**src/rtl/decode_hazard_ctrl_if.sv**
```systemverilog
// Decode-side hazard control bundle.
// Decode/writeback/execute drive requests; controller returns steering.
interface decode_hazard_ctrl_if #(
  parameter int STAT_W = 16
);
  logic              dec_valid;
  logic [4:0]        dec_rs1;
  logic [4:0]        dec_rs2;
  logic [4:0]        dec_rd;
  logic              dec_uses_rs1;
  logic              dec_uses_rs2;
  logic              dec_regwrite;
  logic              wb_valid;
  logic [4:0]        wb_rd;
  logic              branch_taken;
  logic              stall;
  logic              bubble;
  logic              flush;
  logic              issue;
  logic [31:0]       pending;
  logic [STAT_W-1:0] stall_cycles;

  modport master (
    output dec_valid, dec_rs1, dec_rs2, dec_rd,
    output dec_uses_rs1, dec_uses_rs2, dec_regwrite,
    output wb_valid, wb_rd, branch_taken,
    input  stall, bubble, flush, issue,
    input  pending, stall_cycles
  );

  modport slave (
    input  dec_valid, dec_rs1, dec_rs2, dec_rd,
    input  dec_uses_rs1, dec_uses_rs2, dec_regwrite,
    input  wb_valid, wb_rd, branch_taken,
    output stall, bubble, flush, issue,
    output pending, stall_cycles
  );
endinterface

```
**src/rtl/decode_hazard_ctrl.sv**
```systemverilog
// Decode hazard controller: write scoreboard, RAW/WAW stall,
// ID/EX bubble insertion and multi-cycle flush after taken branch.
module decode_hazard_ctrl #(
  parameter int FLUSH_CYCLES = 2,
  parameter int CNT_W        = 2,
  parameter int STAT_W       = 16
) (
  input  logic                 clk_i,
  input  logic                 reset_i,
  decode_hazard_ctrl_if.slave  bus
);

  typedef enum logic {
    RUN,
    FLUSH
  } state_t;

  localparam logic [CNT_W-1:0] CNT_MAX = '1;
  localparam logic [3:0] FLUSH_LOAD = 4'(FLUSH_CYCLES - 1);

  state_t            state_q;
  logic [3:0]        fcnt_q;
  logic [CNT_W-1:0]  cnt_q [32];
  logic [STAT_W-1:0] stat_q;

  logic        raw1;
  logic        raw2;
  logic        waw;
  logic        hazard;
  logic        flushing;
  logic        stall;
  logic        issue;
  logic        inc;
  logic        dec;
  logic [31:0] inc_v;
  logic [31:0] dec_v;
  logic [31:0] pend;

  assign raw1 = bus.dec_uses_rs1
             && (bus.dec_rs1 != 5'd0)
             && (cnt_q[bus.dec_rs1] != '0);
  assign raw2 = bus.dec_uses_rs2
             && (bus.dec_rs2 != 5'd0)
             && (cnt_q[bus.dec_rs2] != '0);
  assign waw  = bus.dec_regwrite
             && (bus.dec_rd != 5'd0)
             && (cnt_q[bus.dec_rd] == CNT_MAX);

  assign hazard   = bus.dec_valid && (raw1 || raw2 || waw);
  assign flushing = bus.branch_taken || (state_q == FLUSH);
  assign stall    = hazard && !flushing;
  assign issue    = bus.dec_valid && !hazard && !flushing;

  assign inc = issue && bus.dec_regwrite
            && (bus.dec_rd != 5'd0);
  assign dec = bus.wb_valid && (bus.wb_rd != 5'd0);

  assign bus.stall  = !reset_i && stall;
  assign bus.bubble = !reset_i && (flushing || hazard);
  assign bus.flush  = !reset_i && flushing;
  assign bus.issue  = !reset_i && issue;
  assign bus.pending = reset_i ? '0 : pend;
  assign bus.stall_cycles = reset_i ? '0 : stat_q;

  // One-hot increment/decrement selects per architectural register
  always_comb begin
    inc_v = '0;
    dec_v = '0;
    if (inc) inc_v[bus.dec_rd] = 1'b1;
    if (dec) dec_v[bus.wb_rd] = 1'b1;
    inc_v[0] = 1'b0;
    dec_v[0] = 1'b0;
  end

  // Pending view of the registered counters, x0 never tracked
  always_comb begin
    pend = '0;
    for (int r = 1; r < 32; r++) begin
      pend[r] = (cnt_q[r] != '0);
    end
  end

  // Run/flush sequencing; a taken branch always reloads the window
  always_ff @(posedge clk_i) begin
    if (reset_i) begin
      state_q <= RUN;
      fcnt_q  <= '0;
    end else if (bus.branch_taken) begin
      state_q <= (FLUSH_LOAD != 4'd0) ? FLUSH : RUN;
      fcnt_q  <= FLUSH_LOAD;
    end else if (state_q == FLUSH) begin
      if (fcnt_q <= 4'd1) begin
        state_q <= RUN;
        fcnt_q  <= '0;
      end else begin
        fcnt_q  <= fcnt_q - 4'd1;
      end
    end
  end

  // In-flight write counters; stray retire of an idle reg is dropped
  always_ff @(posedge clk_i) begin
    if (reset_i) begin
      for (int r = 0; r < 32; r++) begin
        cnt_q[r] <= '0;
      end
    end else begin
      for (int r = 0; r < 32; r++) begin
        if (inc_v[r] && !dec_v[r]) begin
          cnt_q[r] <= cnt_q[r] + CNT_W'(1);
        end else if (dec_v[r] && !inc_v[r]
                     && (cnt_q[r] != '0)) begin
          cnt_q[r] <= cnt_q[r] - CNT_W'(1);
        end
      end
    end
  end

  // Saturating count of stalled decode cycles
  always_ff @(posedge clk_i) begin
    if (reset_i) begin
      stat_q <= '0;
    end else if (stall && (stat_q != '1)) begin
      stat_q <= stat_q + STAT_W'(1);
    end
  end

endmodule

```
**src/flat_wrapper.sv**
```systemverilog
// flat-port wrapper written by rule: the top's interface ports become plain ports
module decode_hazard_ctrl_flat 
#(
  parameter int FLUSH_CYCLES = 2,
  parameter int CNT_W        = 2,
  parameter int STAT_W       = 16
)
  (clk_i, reset_i, bus_dec_valid, bus_dec_rs1, bus_dec_rs2, bus_dec_rd, bus_dec_uses_rs1, bus_dec_uses_rs2, bus_dec_regwrite, bus_wb_valid, bus_wb_rd, bus_branch_taken, bus_stall, bus_bubble, bus_flush, bus_issue, bus_pending, bus_stall_cycles);
  decode_hazard_ctrl_if #(.STAT_W(STAT_W)) bus_i ();
  input  logic clk_i;
  input  logic reset_i;
  input wire logic [$bits(bus_i.dec_valid)-1:0] bus_dec_valid;
  input wire logic [$bits(bus_i.dec_rs1)-1:0] bus_dec_rs1;
  input wire logic [$bits(bus_i.dec_rs2)-1:0] bus_dec_rs2;
  input wire logic [$bits(bus_i.dec_rd)-1:0] bus_dec_rd;
  input wire logic [$bits(bus_i.dec_uses_rs1)-1:0] bus_dec_uses_rs1;
  input wire logic [$bits(bus_i.dec_uses_rs2)-1:0] bus_dec_uses_rs2;
  input wire logic [$bits(bus_i.dec_regwrite)-1:0] bus_dec_regwrite;
  input wire logic [$bits(bus_i.wb_valid)-1:0] bus_wb_valid;
  input wire logic [$bits(bus_i.wb_rd)-1:0] bus_wb_rd;
  input wire logic [$bits(bus_i.branch_taken)-1:0] bus_branch_taken;
  output wire logic [$bits(bus_i.stall)-1:0] bus_stall;
  output wire logic [$bits(bus_i.bubble)-1:0] bus_bubble;
  output wire logic [$bits(bus_i.flush)-1:0] bus_flush;
  output wire logic [$bits(bus_i.issue)-1:0] bus_issue;
  output wire logic [$bits(bus_i.pending)-1:0] bus_pending;
  output wire logic [$bits(bus_i.stall_cycles)-1:0] bus_stall_cycles;
  assign bus_i.dec_valid = bus_dec_valid;
  assign bus_i.dec_rs1 = bus_dec_rs1;
  assign bus_i.dec_rs2 = bus_dec_rs2;
  assign bus_i.dec_rd = bus_dec_rd;
  assign bus_i.dec_uses_rs1 = bus_dec_uses_rs1;
  assign bus_i.dec_uses_rs2 = bus_dec_uses_rs2;
  assign bus_i.dec_regwrite = bus_dec_regwrite;
  assign bus_i.wb_valid = bus_wb_valid;
  assign bus_i.wb_rd = bus_wb_rd;
  assign bus_i.branch_taken = bus_branch_taken;
  assign bus_stall = bus_i.stall;
  assign bus_bubble = bus_i.bubble;
  assign bus_flush = bus_i.flush;
  assign bus_issue = bus_i.issue;
  assign bus_pending = bus_i.pending;
  assign bus_stall_cycles = bus_i.stall_cycles;
  decode_hazard_ctrl #(.FLUSH_CYCLES(FLUSH_CYCLES), .CNT_W(CNT_W), .STAT_W(STAT_W)) u_core (.clk_i(clk_i), .reset_i(reset_i), .bus(bus_i));
endmodule
```
**config.mk**
```make
export PLATFORM = sky130hd
export DESIGN_NAME = decode_hazard_ctrl_flat
export DESIGN_NICKNAME = d
export VERILOG_FILES = /design/src/rtl/decode_hazard_ctrl_if.sv /design/src/rtl/decode_hazard_ctrl.sv /design/src/flat_wrapper.sv
export SDC_FILE = /design/constraint.sdc
export NUM_CORES = 1
export LEC_CHECK = 0
export ABC_AREA = 1
export CAP_MARGIN = 20
export CORE_MARGIN = 2
export CORE_UTILIZATION = 35
export CTS_BUF_LIST = sky130_fd_sc_hd__clkbuf_8
export DETAILED_ROUTE_END_ITERATION = 16
export PLACE_DENSITY_LB_ADDON = 0.25
export SETUP_SLACK_MARGIN = 0.15
export SLEW_MARGIN = 20
export SYNTH_ARGS = -nofsm -noshare
export SYNTH_HDL_FRONTEND = slang
export SYNTH_SLANG_ARGS = --single-unit
```
**constraint.sdc**
```tcl
create_clock -name clk_i -period 4.4 [get_ports clk_i]
set_input_delay 0.88 -clock clk_i [delete_from_list [all_inputs] [get_ports clk_i]]
set_output_delay 0.88 -clock clk_i [all_outputs]
set_load 0.02 [all_outputs]
```
==> Yosys cells after proc, flatten, opt, wreduce, memory -nomap -nowiden <==
Memories as Yosys holds them, arrays and structs flattened.
Cells that the tools add are included.
{ "word_totals": {"regBits": 21, "latchBits": 0, "ram_bits": 64, "rom_bits": 0, "in_bits": 28, "out_inout_bits": 52, "elab_cells": 654, "memories": 1} }
{ "op_classes": {"addsub": 64, "mul": 0, "div_mod_pow": 0, "order_cmp": 5, "eq_ne": 2, "n_shift": 0, "n_mux": 295, "bitwise_logic": 62, "n_reduce_logical": 221} }
{ "memory_table": {"columns": ["name", "words", "word_bits", "rd", "rd_ports_with_merged_regs", "write_ports", "line", "source"], "rows": [
  ["u_core.cnt_q", 32, 2, 34, 0, 32, "decode_hazard_ctrl.sv:23", "logic [CNT_W-1:0] cnt_q [32];"]
]} }
{ "ops": {"columns": ["cell", "n"], "rows": [
  ["1-bit 2-to-1 mux", 226],
  ["2-bit 2-to-1 mux", 62],
  ["1-bit logical AND", 113],
  ["32-bit 2-to-1 mux", 3],
  ["2-bit nonzero test", 34],
  ["1-bit zero test", 65],
  ["2-bit by 1-bit adder with 2-bit output, second input constant", 31],
  ["1-bit OR", 62],
  ["2-bit by 1-bit subtractor with 2-bit output, second input constant", 31],
  ["5-bit nonzero test", 4],
  ["16-bit by 1-bit adder with 16-bit output, second input constant", 1],
  ["16-bit 2-to-1 mux", 1],
  ["16-bit != test, second input constant", 1],
  ["5-bit by 6-bit less-than comparator with 1-bit output, second input constant", 2],
  ["1-bit demux with 5-bit select", 2],
  ["5-bit by 1-bit >= comparator with 1-bit output, second input constant", 2],
  ["4-bit by 1-bit <= comparator with 1-bit output, second input constant", 1],
  ["1-bit logical OR", 4],
  ["4-bit 2-to-1 mux", 1],
  ["4-bit by 1-bit subtractor with 4-bit output, second input constant", 1],
  ["2-bit equality test, second input constant", 1],
  ["2-bit OR reduction", 1]
]} }

==> Logic depth before layout (Yosys ltp) <==
Gate-level depths: netlist of the first run.
{ "depth": {"word_depth": 20, "mapped_depth": 19, "depth_no_buf": 19} }

==> Least setup slack after synthesis of the first run <==
Ideal clock, no wire load.
{ "synth_timing": {"path_kind": "input to output", "from": "input port bus_dec_rd[3]", "to": "output port bus_stall", "arrival_time_ns": 2.679, "required_ns": 3.520, "slack_ns": 0.841, "stages": 11, "path_buffers": 1, "cell_sequence": "buf_4 clkinv_1 nor3_2 nand2_1 nand2_1 nor2_1 nand2_1 nand3_2 nand3_4 nand3_1 nor3_1"} }
{ "synth_via": {"elab_chain_len": 7, "word_cells_on_any_way": 9, "classes_between": "1 x eq/ne; 7 x reduce/logical; 1 x memory"} }
{ "synth_rtl": {"columns": ["element", "line", "source"], "rows": [
  ["from (decl)", "flat_wrapper.sv:15", "input wire logic [$bits(bus_i.dec_rd)-1:0] bus_dec_rd;"],
  ["memory 32 x 2 bit or 5-bit nonzero test (tied branches)", null, null],
  ["2-bit equality test or 1-bit logical AND (tied branches)", "decode_hazard_ctrl.sv:47, decode_hazard_ctrl.sv:46", null],
  ["1-bit logical AND *", "decode_hazard_ctrl.sv:47", "&& (cnt_q[bus.dec_rd] == CNT_MAX);"],
  ["1-bit logical OR *", "decode_hazard_ctrl.sv:49", "assign hazard = bus.dec_valid && (raw1 || raw2 || waw);"],
  ["1-bit logical AND *", "decode_hazard_ctrl.sv:49", null],
  ["1-bit logical AND *", "decode_hazard_ctrl.sv:51", "assign stall = hazard && !flushing;"],
  ["1-bit logical AND *", "decode_hazard_ctrl.sv:58", "assign bus.stall = !reset_i && stall;"],
  ["to (decl)", "flat_wrapper.sv:22", "output wire logic [$bits(bus_i.stall)-1:0] bus_stall;"]
]} }
Every way passes the cells marked *; elsewhere a longest branch is shown, timed or not.

==> Final worst setup path of the first run <==
{ "layout_timing": {"from": "input port bus_dec_rd[1]", "to": "output port bus_stall"} }
The elaborated chain is that of the path after synthesis.

==> results of run 1 <==
==> layer usage <==
layer	vias to the layer above	wire length (um)	global-route usage, %
li1	3819	-	-
met4	0	695	7.89
met1	3640	11200	32.8
met2	376	11300	37.9
met5	-	0	0
met3	48	2360	4.61
==> power groups by stage <==
stage	registers (uW)	logic, uW	clock network, uW
after global placement	946	509	0
after global routing	933	568	657
after CTS	927	514	630
after floorplan	926	311	0
after detailed placement	945	511	0
final	930	518	623
==> how the worst max path moves through the flow <==
stage / cells after the start / slack (ns) / to / start
3_5_place_dp: 15 / 0.12 / bus_stall / bus_dec_rd[0]
3_3_place_gp: 15 / 0.11 / bus_stall / bus_dec_rd[0]
4_1_cts: 15 / 0.15 / bus_bubble / bus_dec_rd[0]
2_1_floorplan: 11 / 0.84 / bus_stall / bus_dec_rd[3]
6_report: 15 / 0.38 / bus_stall / bus_dec_rd[1]
5_1_grt: 14 / 0.16 / bus_issue / bus_dec_rs1[1]
==> kinds of logic after synthesis <==
kind of cell,after synthesis
compound gates,122
buf+inv,156
other cells,1
simple gates,697
fa+ha+maj,4
flops,83
xor+xnor,25
==> registers in the layout, summed over array words and instances (netlist names) <==
signal	count
u_core.stat_q	16
u_core.state_q	1
u_core.fcnt_q	4
u_core.cnt_q	62
==> final cells by class <==
cell class              count  share of cell area (%)
multi-input cells         849                    48.1
flip-flops and latches     83                    26.8
repair buffers            125                    13.7
inverters                 115                    5.10
well taps                 265                    3.89
clock buffers               9                    1.45
clock inverters             7                   0.969
==> cells in the mapped netlist, types with 2 or more instances <==
| master | n | share of area [%] |
|---|---|---|
| buf_2 | 10 | 0.71 |
| clkbuf_1 | 18 | 0.96 |
| o21ai_0 | 41 | 2.9 |
| buf_6 | 3 | 0.48 |
| nor3_4 | 2 | 0.46 |
| nor3_2 | 5 | 0.71 |
| xor2_1 | 22 | 2.8 |
| nor2_1 | 176 | 9.4 |
| nor4_1 | 10 | 0.89 |
| dfxtp_1 | 21 | 6.0 |
| nor2_4 | 5 | 0.80 |
| nand2_1 | 284 | 15 |
| xnor2_1 | 3 | 0.38 |
| nand4_1 | 54 | 4.8 |
| edfxtp_1 | 62 | 27 |
| a21oi_1 | 56 | 4.0 |
| o21a_1 | 2 | 0.21 |
| buf_1 | 8 | 0.43 |
| nor3_1 | 35 | 2.5 |
| o31ai_1 | 2 | 0.21 |
| buf_4 | 2 | 0.21 |
| o21bai_2 | 3 | 0.48 |
| nand2_2 | 2 | 0.18 |
| nand3_1 | 111 | 7.9 |
| ha_1 | 4 | 0.71 |
| inv_1 | 107 | 5.7 |
| o21ai_1 | 11 | 0.79 |
| nor3b_1 | 5 | 0.54 |
| o21bai_4 | 3 | 0.80 |
| inv_2 | 7 | 0.38 |
==> tightest hold or removal path, cell delays in order (launching register included) <==
cell,delay (ns)
dfxtp_1,0.32
inv_1,0.06
a21oi_1,0.06
==> stage by stage <==
stage | cell area, um^2 | std cells | utilization (%)
finish | 8520 | 1453 | 43.6
detailed placement | 8310 | 1437 | 42.6
global route | 8520 | 1453 | 43.6
CTS | 8520 | 1453 | 43.6
floorplan | 7010 | 1088 | -
global placement | 8310 | 1437 | 42.6
==> what timing repair did <==
action,4_1_cts,5_1_grt
hold buffers,0,0
hold endpoints to repair,0,0
gates resized for setup,3,1
setup endpoints to repair,2,1
==> metrics.md, run 1 <==
| Metric | Value |
|---|---|
| Switching portion of total power | 35.4% |
| Hold wc startpoint | u_core.stat_q[6] |
| Final number of max-transition violations | 0 |
| Count of port buffers added during placement | 78 |
| Syn_area_per_cell | 6.44 um^2 |
| Clock Pin Slew Worst Setup and Hold Paths | 0.10 ns |
| Slew @ Worst Pin | 0.760 ns |
| Register-to-register setup slack | 1.12 ns |
| Power density cells | 243 mW/mm^2 |
| Synthesized flop and latch total | 83 |
| Endpoint of the most critical register-to-register path | u_core.cnt_q[13][1] |
| Cells on worst reg2reg path | 16 |
| CTS H-tree lvls | 3 |
| Count of flip-flops with a built-in enable after synthesis | 62 |
| FF+latch area | 0.00228 mm^2 |
| Synth warnings | 0 |
| Drt via density | 5.43 |
| Antenna violations before repair | 0 |
| Share of the clock period used by the worst path | 91.4% |
| Top achievable clock speed | 0.249 GHz |
| Arrival time of data at the critical path endpoint | 3.14 ns |
| Hold Fails Final Rpt | 0 |
| Area used by multi-input combinational logic | 0.00410 mm^2 |
| Clock Sink Count | 83 |
| Tot GR Track Use | 23.9% |
| Dominant combinational cell family by area after synthesis | simple AND/OR/NAND/NOR gates |
| Top cell family by delay on the critical path | buffers and inverters |
| Maximum clock insertion buffer count | 2 |
| Filler Cell Count | 2,110 |
| PnR worst setup slack | 0.376 ns |
| Routed Antenna Nets | 0 |
| Part of the power in the clock network | 30.1% |
| Die boundary height | 145 um |
| Average wire length per cell after detail routing | 17.6 um |
| Ys async rst share | 0% |
| Net count, final | 1,215 |
| Number of clock buffers inserted by TritonCTS | 9 |
| Layout cell share with drive strength beyond 1 | 8.25% |
| Clock tree from TritonCTS | done |
| Cell repeated most along the worst path | nand2_1 |
| Final weighted congestion in routability-driven placement | 0.987 |
| CP max-delay cell | clkdlybuf4s50_1 |
| Origin of the critical flop-to-flop path | u_core.cnt_q[7][0] |
| Violation count after the first detailed-route iteration | 855 |
| Vias in the first global route | 7,364 |
| Net Sw Power | 732 uW |
| Synthesized Nets | 1,120 |
| Critical path endpoint category | primary output |
| Cell Area, Synth | 0.00701 mm^2 |
| Commonest cells after routing, fill and taps aside | nand2_1 (284), nor2_1 (176), nand3_1 (111), inv_1 (107), clkdlybuf4s50_1 (74) |
| Share of synthesized cell area in full adder, half adder and majority cells | 0.714% |
| Crit Path Max Fanout | 12 |
| First-pass GRT wire length | 40,300 um |
| Delay of the slowest critical-path stage | 0.52 ns |
| Xor-xnor portion of the synthesized cell area | 3.13% |
| Worst Hold Endpoint | u_core.stat_q[6] |
| Effective utilization at floorplan | 35.9% |
| Status | finished, final reports clean |
| Leak pwr | 0.00356 uW |
| Worst min-delay path category | reg2reg |
| Tightest hold margin | 0.481 ns |
| Most frequent standard cell in the layout excluding fill and tap cells | nand2_1 |
| Ports | 80 |
| Core region area | 0.0195 mm^2 |
| Logic pwr share | 25.0% |
| Multiplexer fraction of the synthesized cell area | 0% |
| Post-placement setup slack | 0.116 ns |
| Die ar. | 0.0212 mm^2 |
| CTS root buf | clkbuf_8 |
| Pin count of the biggest net entering global routing | 64 |
| Final Routed Wirelength | 25,500 um |
| Netlist cell types | 44 |
| Critical path cell sequence | clkdlybuf4s50_1, inv_2, nand2_1, inv_2, nand2_1, nand3_1, nand2_1, nand2_1, nor2_1, nand2_1, nand3_2, nand3_4, nand3_1, nor3_1, dlygate4sd2_1 |
| Overall Power | 2070 uW |
| Total number of vias | 7,883 |
| Clock Latency Late Sink | 0.39 ns |
| Internal portion of total power | 1340 uW |
| DRC Markers | 0 |
| Total half-perimeter wirelength after legalization and detailed placement | 19,300 um |
| Worst Setup Path Type | in2out |
| Type of origin of the critical path | input pin |
| Headroom to the max-slew limit | 49.3% |
| Area delta synth->final | 21.6% |
| Worst-case clock skew | 0.0148 ns |
| Max-cap violations | 0 |
| Share of the synthesized area in compound gates (AO/OA/AOI/OAI) | 9.88% |
| Synthesized-area fraction occupied by and/or/nand/nor cells | 44.7% |
| Unrepaired setup endpoints after global routing | no |
| CP required | 3.52 ns |
| Hold path depth | 2 |
| Number of antenna cells inserted | 0 |
| Number of instances in the synthesized netlist | 1,088 |
| Post-CTS setup buffer count | 0 |
| Sequential share of power | 44.9% |
| Tmin final | 4.02 ns |
| Drt pass-1 iters | 6 |
| Chip Width | 145 um |
| Number of buffers and inverters on the critical path | 4 |
| Global route overflow | 0 |
| Count of standard-cell rows | 51 |
| Largest voltage drop on the vdd net | 0.000128 V |
| Final Setup Violations | 0 |
| Share of the yosys chip area belonging to registers | 32.6% |
| Primary FF master, synth | edfxtp_1 |
| Final sum of negative setup slack | 0 ns |
Note: power is estimated with default switching activity, not from simulation.
==> run 2: changes to the inputs <==
CELL_PAD_IN_SITES_DETAIL_PLACEMENT = 0   (was default)
CELL_PAD_IN_SITES_GLOBAL_PLACEMENT = 1   (was default)
==> run 2 against run 1 <==
Effect of this change:
- combinational power hardly changed
- wire length is 1.2% higher
- clock-buffer cell count is 1 higher
- die area stayed put
- sequential cell count stayed put
- power is 0.21% lower
- global-route usage is 0.53 points higher
- critical endpoint unchanged
- highest routed layer unchanged
==> metrics.md, run 2 (same netlist as run 1, synthesis figures left out) <==
| Metric | Value |
|---|---|
| Number of buffers and inverters on the critical path | 4 |
| Commonest cells after routing, fill and taps aside | nand2_1 (283), nor2_1 (176), nand3_1 (111), inv_1 (107), clkdlybuf4s50_1 (74) |
| Status | finished, final reports clean |
| Overall Power | 2070 uW |
| Tmin final | 4.02 ns |
| Final Setup Violations | 0 |
| Net count, final | 1,212 |
| Largest voltage drop on the vdd net | 0.000127 V |
| Pin count of the biggest net entering global routing | 64 |
| Leak pwr | 0.00354 uW |
| Die boundary height | 145 um |
| Cell repeated most along the worst path | nand2_1 |
| FF+latch area | 0.00228 mm^2 |
| Top achievable clock speed | 0.249 GHz |
| Tightest hold margin | 0.488 ns |
| Grt met1 use | 34.5% |
| Top cell family by delay on the critical path | buffers and inverters |
| Worst Setup Path Type | in2out |
| Max-cap violations | 0 |
| Critical path endpoint category | primary output |
| Register containing the most flip-flops in the final layout | u_core.cnt_q |
| Die ar. | 0.0212 mm^2 |
| Most frequent standard cell in the layout excluding fill and tap cells | nand2_1 |
| Final number of max-transition violations | 0 |
| Clock Pin Slew Worst Setup and Hold Paths | 0.10 ns |
| Routed Antenna Nets | 0 |
| Hold Fails Final Rpt | 0 |
| Slew @ Worst Pin | 0.733 ns |
| CTS root buf | clkbuf_8 |
| Global route overflow | 0 |
| First-pass GRT wire length | 40,200 um |
| Drt pass-1 iters | 7 |
| Clock tree from TritonCTS | done |
| Clock Latency Late Sink | 0.40 ns |
| Maximum clock insertion buffer count | 2 |
| Worst min-delay path category | reg2reg |
| Total number of vias | 7,749 |
| Violation count after the first detailed-route iteration | 756 |
| Area delta synth->final | 21.6% |
| Number of clock buffers inserted by TritonCTS | 9 |
| Delay of the slowest critical-path stage | 0.54 ns |
| Filler Cell Count | 2,115 |
| Crit Path Max Fanout | 9 |
| Clock Sink Count | 83 |
| Headroom to the max-slew limit | 51.2% |
| Vias in the first global route | 7,136 |
| Type of origin of the critical path | input pin |
| Count of port buffers added during placement | 78 |
| Area used by multi-input combinational logic | 0.00410 mm^2 |
| Post-CTS setup buffer count | 0 |
| Core region area | 0.0195 mm^2 |
| Ports | 80 |
| Arrival time of data at the critical path endpoint | 3.14 ns |
| Flip-flop count of the largest register, all copies and words added | 62 |
| Count of standard-cell rows | 51 |
| Number of antenna cells inserted | 0 |
| Critical path cell sequence | clkdlybuf4s50_1, buf_4, nand2_1, buf_4, nor2_1, nor2_1, nand2_1, nand2_1, nand2_1, nor2_1, nand2_1, nand3_2, nand3_4, nand3_1, nor3_1, clkdlybuf4s15_1 |
| Share of the clock period used by the worst path | 91.4% |
| Average wire length per cell after detail routing | 17.8 um |
| CP required | 3.52 ns |
| Global-route track usage on met2 | 37.9% |
| Worst-case clock skew | 0.0142 ns |
| Effective utilization at floorplan | 35.9% |
| CTS H-tree lvls | 3 |
| Total half-perimeter wirelength after legalization and detailed placement | 19,700 um |
| Final sum of negative setup slack | 0 ns |
| Chip Width | 145 um |
| Tot GR Track Use | 24.4% |
| Unrepaired setup endpoints after global routing | no |
| Power density cells | 243 mW/mm^2 |
| Grt peak-use layer | met2 |
| Drt via density | 5.34 |
| Final Routed Wirelength | 25,800 um |
| Met3 demand-to-capacity share in global routing | 2.88% |
| DRC Markers | 0 |
| CP max-delay cell | clkdlybuf4s50_1 |
| Regs by FF count | u_core.cnt_q x62, u_core.stat_q x16, u_core.fcnt_q x4 |
| Final weighted congestion in routability-driven placement | 0.946 |
| Layout cell share with drive strength beyond 1 | 8.10% |
| Antenna violations before repair | 0 |
[run 2: cell types whose count changed in the layout (fill, tap and decap cells not counted), sizes merged]
cell           change
buf                -3
clkbuf             +1
clkdlybuf4s15      +1
clkinv             -1
dlymetal6s2s       -1
[run 2: path summary, 6_finish.rpt]
check	from	endpoint	slack, ns	depth (start not counted)
setup / recovery	bus_dec_rd[0]	bus_stall	0.38	16
hold / removal	u_core.stat_q[6]	u_core.stat_q[6]	0.49	2
setup reg to reg	u_core.cnt_q[8][0]	u_core.cnt_q[29][0]	1.11	16
hold reg to reg	u_core.stat_q[6]	u_core.stat_q[6]	0.49	2
[run 2: layout make-up]
cell class	instances	share of cell area (%)
well taps	265	3.89
multi-input cells	849	48.1
clock buffers	10	1.62
repair buffers	122	13.7
flip-flops and latches	83	26.8
clock inverters	6	0.808
inverters	115	5.10
[run 2: report_power, final]
group | internal (uW) | leakage [uW] | switching, uW
clock network | 284 | 0.000108 | 337
logic | 183 | 0.00263 | 334
registers | 882 | 0.000806 | 46.2
[run 2: repair_timing]
action | in CTS | in global routing
setup endpoints to repair | 3 | 1
resized for setup | 4 | 2
cloned | 0 | 0
hold buffers | 0 | 0
[run 2: per-stage QoR]
| step | util (%) | cells | setup WS (ns) | area (um^2) |
|---|---|---|---|---|
| 6_report | 43.6 | 1450 | 0.377 | 8520 |
| 4_1_cts | 43.6 | 1450 | 0.370 | 8520 |
| 3_3_place_gp | 42.6 | 1434 | 0.0848 | 8310 |
| 2_1_floorplan | - | 1088 | 0.841 | 7010 |
| 5_1_grt | 43.6 | 1450 | 0.156 | 8520 |
| 3_5_place_dp | 42.6 | 1434 | 0.0745 | 8310 |
[run 2: worst reg2reg max path: cells and delay by family (launching register included)]
kind            cells  cell delay (ns)
compound gates      1             0.22
buf+inv             1             0.19
flops               1             0.49
simple gates       14             2.14
[run 2: per-layer routing]
layer | share of wire, % | wire, um | vias up
met5 | 0 | 0 | -
met4 | 3.2 | 814 | 0
met3 | 7.8 | 2010 | 52
met2 | 44 | 11300 | 313
met1 | 45 | 11700 | 3574
li1 | - | - | 3810
==> run 3: changes to the inputs <==
==> constraint.sdc (replaced) <==
create_clock -name clk_i -period 4.4 [get_ports clk_i]
set_input_delay 0.88 -clock clk_i [delete_from_list [all_inputs] [get_ports clk_i]]
set_output_delay 0.88 -clock clk_i [all_outputs]
set_load 0.01 [all_outputs]
==> run 3 against run 2 <==
Effect of this change:
- maximum frequency is 1.5% higher
- via count up 1.5%
- sequential cell count is the same
- non-clock buffer count fell by 1
- setup slack better by 0.060 ns
- cell area fell by 0.13%
- register-to-register slack lost 0.03 ns
- sequential share of layout area about the same
- largest cell class unchanged
==> metrics.md, run 3 (same netlist as run 1, synthesis figures left out) <==
| Metric | Value |
|---|---|
| CP required | 3.52 ns |
| Top achievable clock speed | 0.252 GHz |
| Final cell count without fillers | 1,449 |
| Maximum clock insertion buffer count | 2 |
| Final Routed Wirelength | 26,300 um |
| Global route overflow | 0 |
| Hold wc startpoint | u_core.stat_q[6] |
| Headroom to the max-slew limit | 49.1% |
| Top cell family by delay on the critical path | buffers and inverters |
| Clock Pin Slew Worst Setup and Hold Paths | 0.10 ns |
| Share of the clock period used by the worst path | 90.1% |
| Clock Sink Count | 83 |
| Drt via density | 5.43 |
| PnR worst setup slack | 0.437 ns |
| Sequential share of power | 45.4% |
| Violation count after the first detailed-route iteration | 828 |
| Number of buffers and inverters on the critical path | 3 |
| Net Sw Power | 712 uW |
| Worst Hold Endpoint | u_core.stat_q[6] |
| Antenna violations before repair | 0 |
| Ports | 80 |
| Hold Fails Final Rpt | 0 |
| Switching portion of total power | 34.7% |
| Tot GR Track Use | 24.5% |
| Type of origin of the critical path | input pin |
| Final number of max-transition violations | 0 |
| Post-placement setup slack | 0.131 ns |
| Crit Path Max Fanout | 6 |
| Net count, final | 1,211 |
| Clock tree from TritonCTS | done |
| Part of the power in the clock network | 30.1% |
| Clock Latency Late Sink | 0.39 ns |
| Final Setup Violations | 0 |
| Endpoint of the most critical register-to-register path | u_core.cnt_q[13][0] |
| Worst-case clock skew | 0.0144 ns |
| Critical path endpoint category | primary output |
| Area delta synth->final | 21.5% |
| Core region area | 0.0195 mm^2 |
| Delay of the slowest critical-path stage | 0.66 ns |
| Internal portion of total power | 1340 uW |
| CTS H-tree lvls | 3 |
| Total half-perimeter wirelength after legalization and detailed placement | 19,900 um |
| Vias in the first global route | 7,152 |
| Max-cap violations | 0 |
| Origin of the critical flop-to-flop path | u_core.cnt_q[6][0] |
| Count of standard-cell rows | 51 |
| Slew @ Worst Pin | 0.764 ns |
| Most frequent standard cell in the layout excluding fill and tap cells | nand2_1 |
| Filler Cell Count | 2,096 |
| Flip-flop count of the largest register, all copies and words added | 62 |
| Routed Antenna Nets | 0 |
| Arrival time of data at the critical path endpoint | 3.08 ns |
| Total number of vias | 7,863 |
| Commonest cells after routing, fill and taps aside | nand2_1 (280), nor2_1 (176), nand3_1 (111), inv_1 (107), clkdlybuf4s50_1 (71) |
| Cell repeated most along the worst path | nand2_1 |
| Register containing the most flip-flops in the final layout | u_core.cnt_q |
| Chip Width | 145 um |
| Final weighted congestion in routability-driven placement | 0.932 |
| Final sum of negative setup slack | 0 ns |
| CTS root buf | clkbuf_8 |
| Die boundary height | 145 um |
| Status | finished, final reports clean |
| Leak pwr | 0.00358 uW |
| Register-to-register setup slack | 1.08 ns |
| Average wire length per cell after detail routing | 18.1 um |
| Cells on worst reg2reg path | 16 |
| Worst min-delay path category | reg2reg |
| Unrepaired setup endpoints after global routing | no |
| Placed inst area | 0.00827 mm^2 |
| Worst Setup Path Type | in2out |
| Largest voltage drop on the vdd net | 0.000127 V |
| Count of port buffers added during placement | 78 |
| Hold path depth | 2 |
| Number of placed instances with taps included | 1,432 |
| Number of clock buffers inserted by TritonCTS | 9 |
| First-pass GRT wire length | 40,700 um |
| Die ar. | 0.0212 mm^2 |
| DRC Markers | 0 |
| Power density cells | 241 mW/mm^2 |
| CP max-delay cell | clkdlybuf4s50_1 |
| Drt pass-1 iters | 6 |
| Critical path cell sequence | clkdlybuf4s50_1, inv_2, nor3_2, nand2_1, nand2_1, nor2_1, nand2_1, nand3_2, nand3_4, nand3_1, nor3_1, dlygate4sd2_1 |
| Final non-filler cell area | 0.00851 mm^2 |
| Tmin final | 3.96 ns |
| Layout cell share with drive strength beyond 1 | 8.28% |
| Logic pwr share | 24.5% |
| Regs by FF count | u_core.cnt_q x62, u_core.stat_q x16, u_core.fcnt_q x4 |
| Hold buffer count at CTS | 0 |
| Effective utilization at floorplan | 35.9% |
| Number of antenna cells inserted | 0 |
| Pin count of the biggest net entering global routing | 64 |
## run 3: power by group through the flow
stage | Combinational, uW | Sequential [uW] | Clock [uW]
6_report | 502 | 930 | 616
5_1_grt | 550 | 933 | 661
4_1_cts | 498 | 927 | 628
3_5_place_dp | 493 | 945 | 0
3_3_place_gp | 492 | 947 | 0
2_1_floorplan | 294 | 926 | 0
## run 3: tightest hold or removal path: cells and delay by family, from the launching register on
family / cells / cell delay (ns)
buffers and inverters: 1 / 0.06
AOI/OAI and AO/OA: 1 / 0.06
DFF: 1 / 0.32
## run 3: how the worst max path moves through the flow
stage                   from         to  cells after the start  slack (ns)
4_1_cts        bus_dec_rd[0]  bus_issue                     15        0.17
5_1_grt        bus_dec_rd[4]  bus_stall                     12        0.26
2_1_floorplan  bus_dec_rd[3]  bus_stall                     11        1.04
3_3_place_gp   bus_dec_rd[1]  bus_issue                     15        0.11
3_5_place_dp   bus_dec_rd[0]  bus_stall                     15        0.13
6_report       bus_dec_rd[4]  bus_stall                     12        0.44
## run 3: metal layers
layer / share of wire, % / global-route usage [%] / wire length (um) / vias up
met4: 3.4 / 8.77 / 899 / 0
met3: 8.5 / 4.48 / 2220 / 46
li1: - / - / - / 3813
met5: 0 / 0 / 0 / -
met2: 43 / 38.1 / 11300 / 371
met1: 45 / 34.3 / 11800 / 3633
## run 3: final cells by class
cell class                 count  area, um^2  share of cell area [%]
multi-input combinational    849        4110                    48.2
sequential                    83        2280                    26.8
timing repair buffer         121        1150                    13.5
inverter                     115         434                    5.10
tap                          265         332                    3.90
clock buffer                   9         124                    1.46
clock inverter                 7        82.6                   0.970
## run 3: what timing repair did
item,in CTS,in global routing
pin swaps,1,1
endpoints found under the setup margin,2,2
gates resized for setup,6,6
hold endpoints to repair,0,0
setup buffers,1,0
## run 3: stage by stage
step	util, %	power (uW)	hold WS (ns)
CTS	43.5	2050	0.488
global route	43.6	2140	0.519
detailed placement	42.4	1440	0.470
floorplan	-	1220	0.445
finish	43.6	2050	0.484
global placement	42.4	1440	0.466
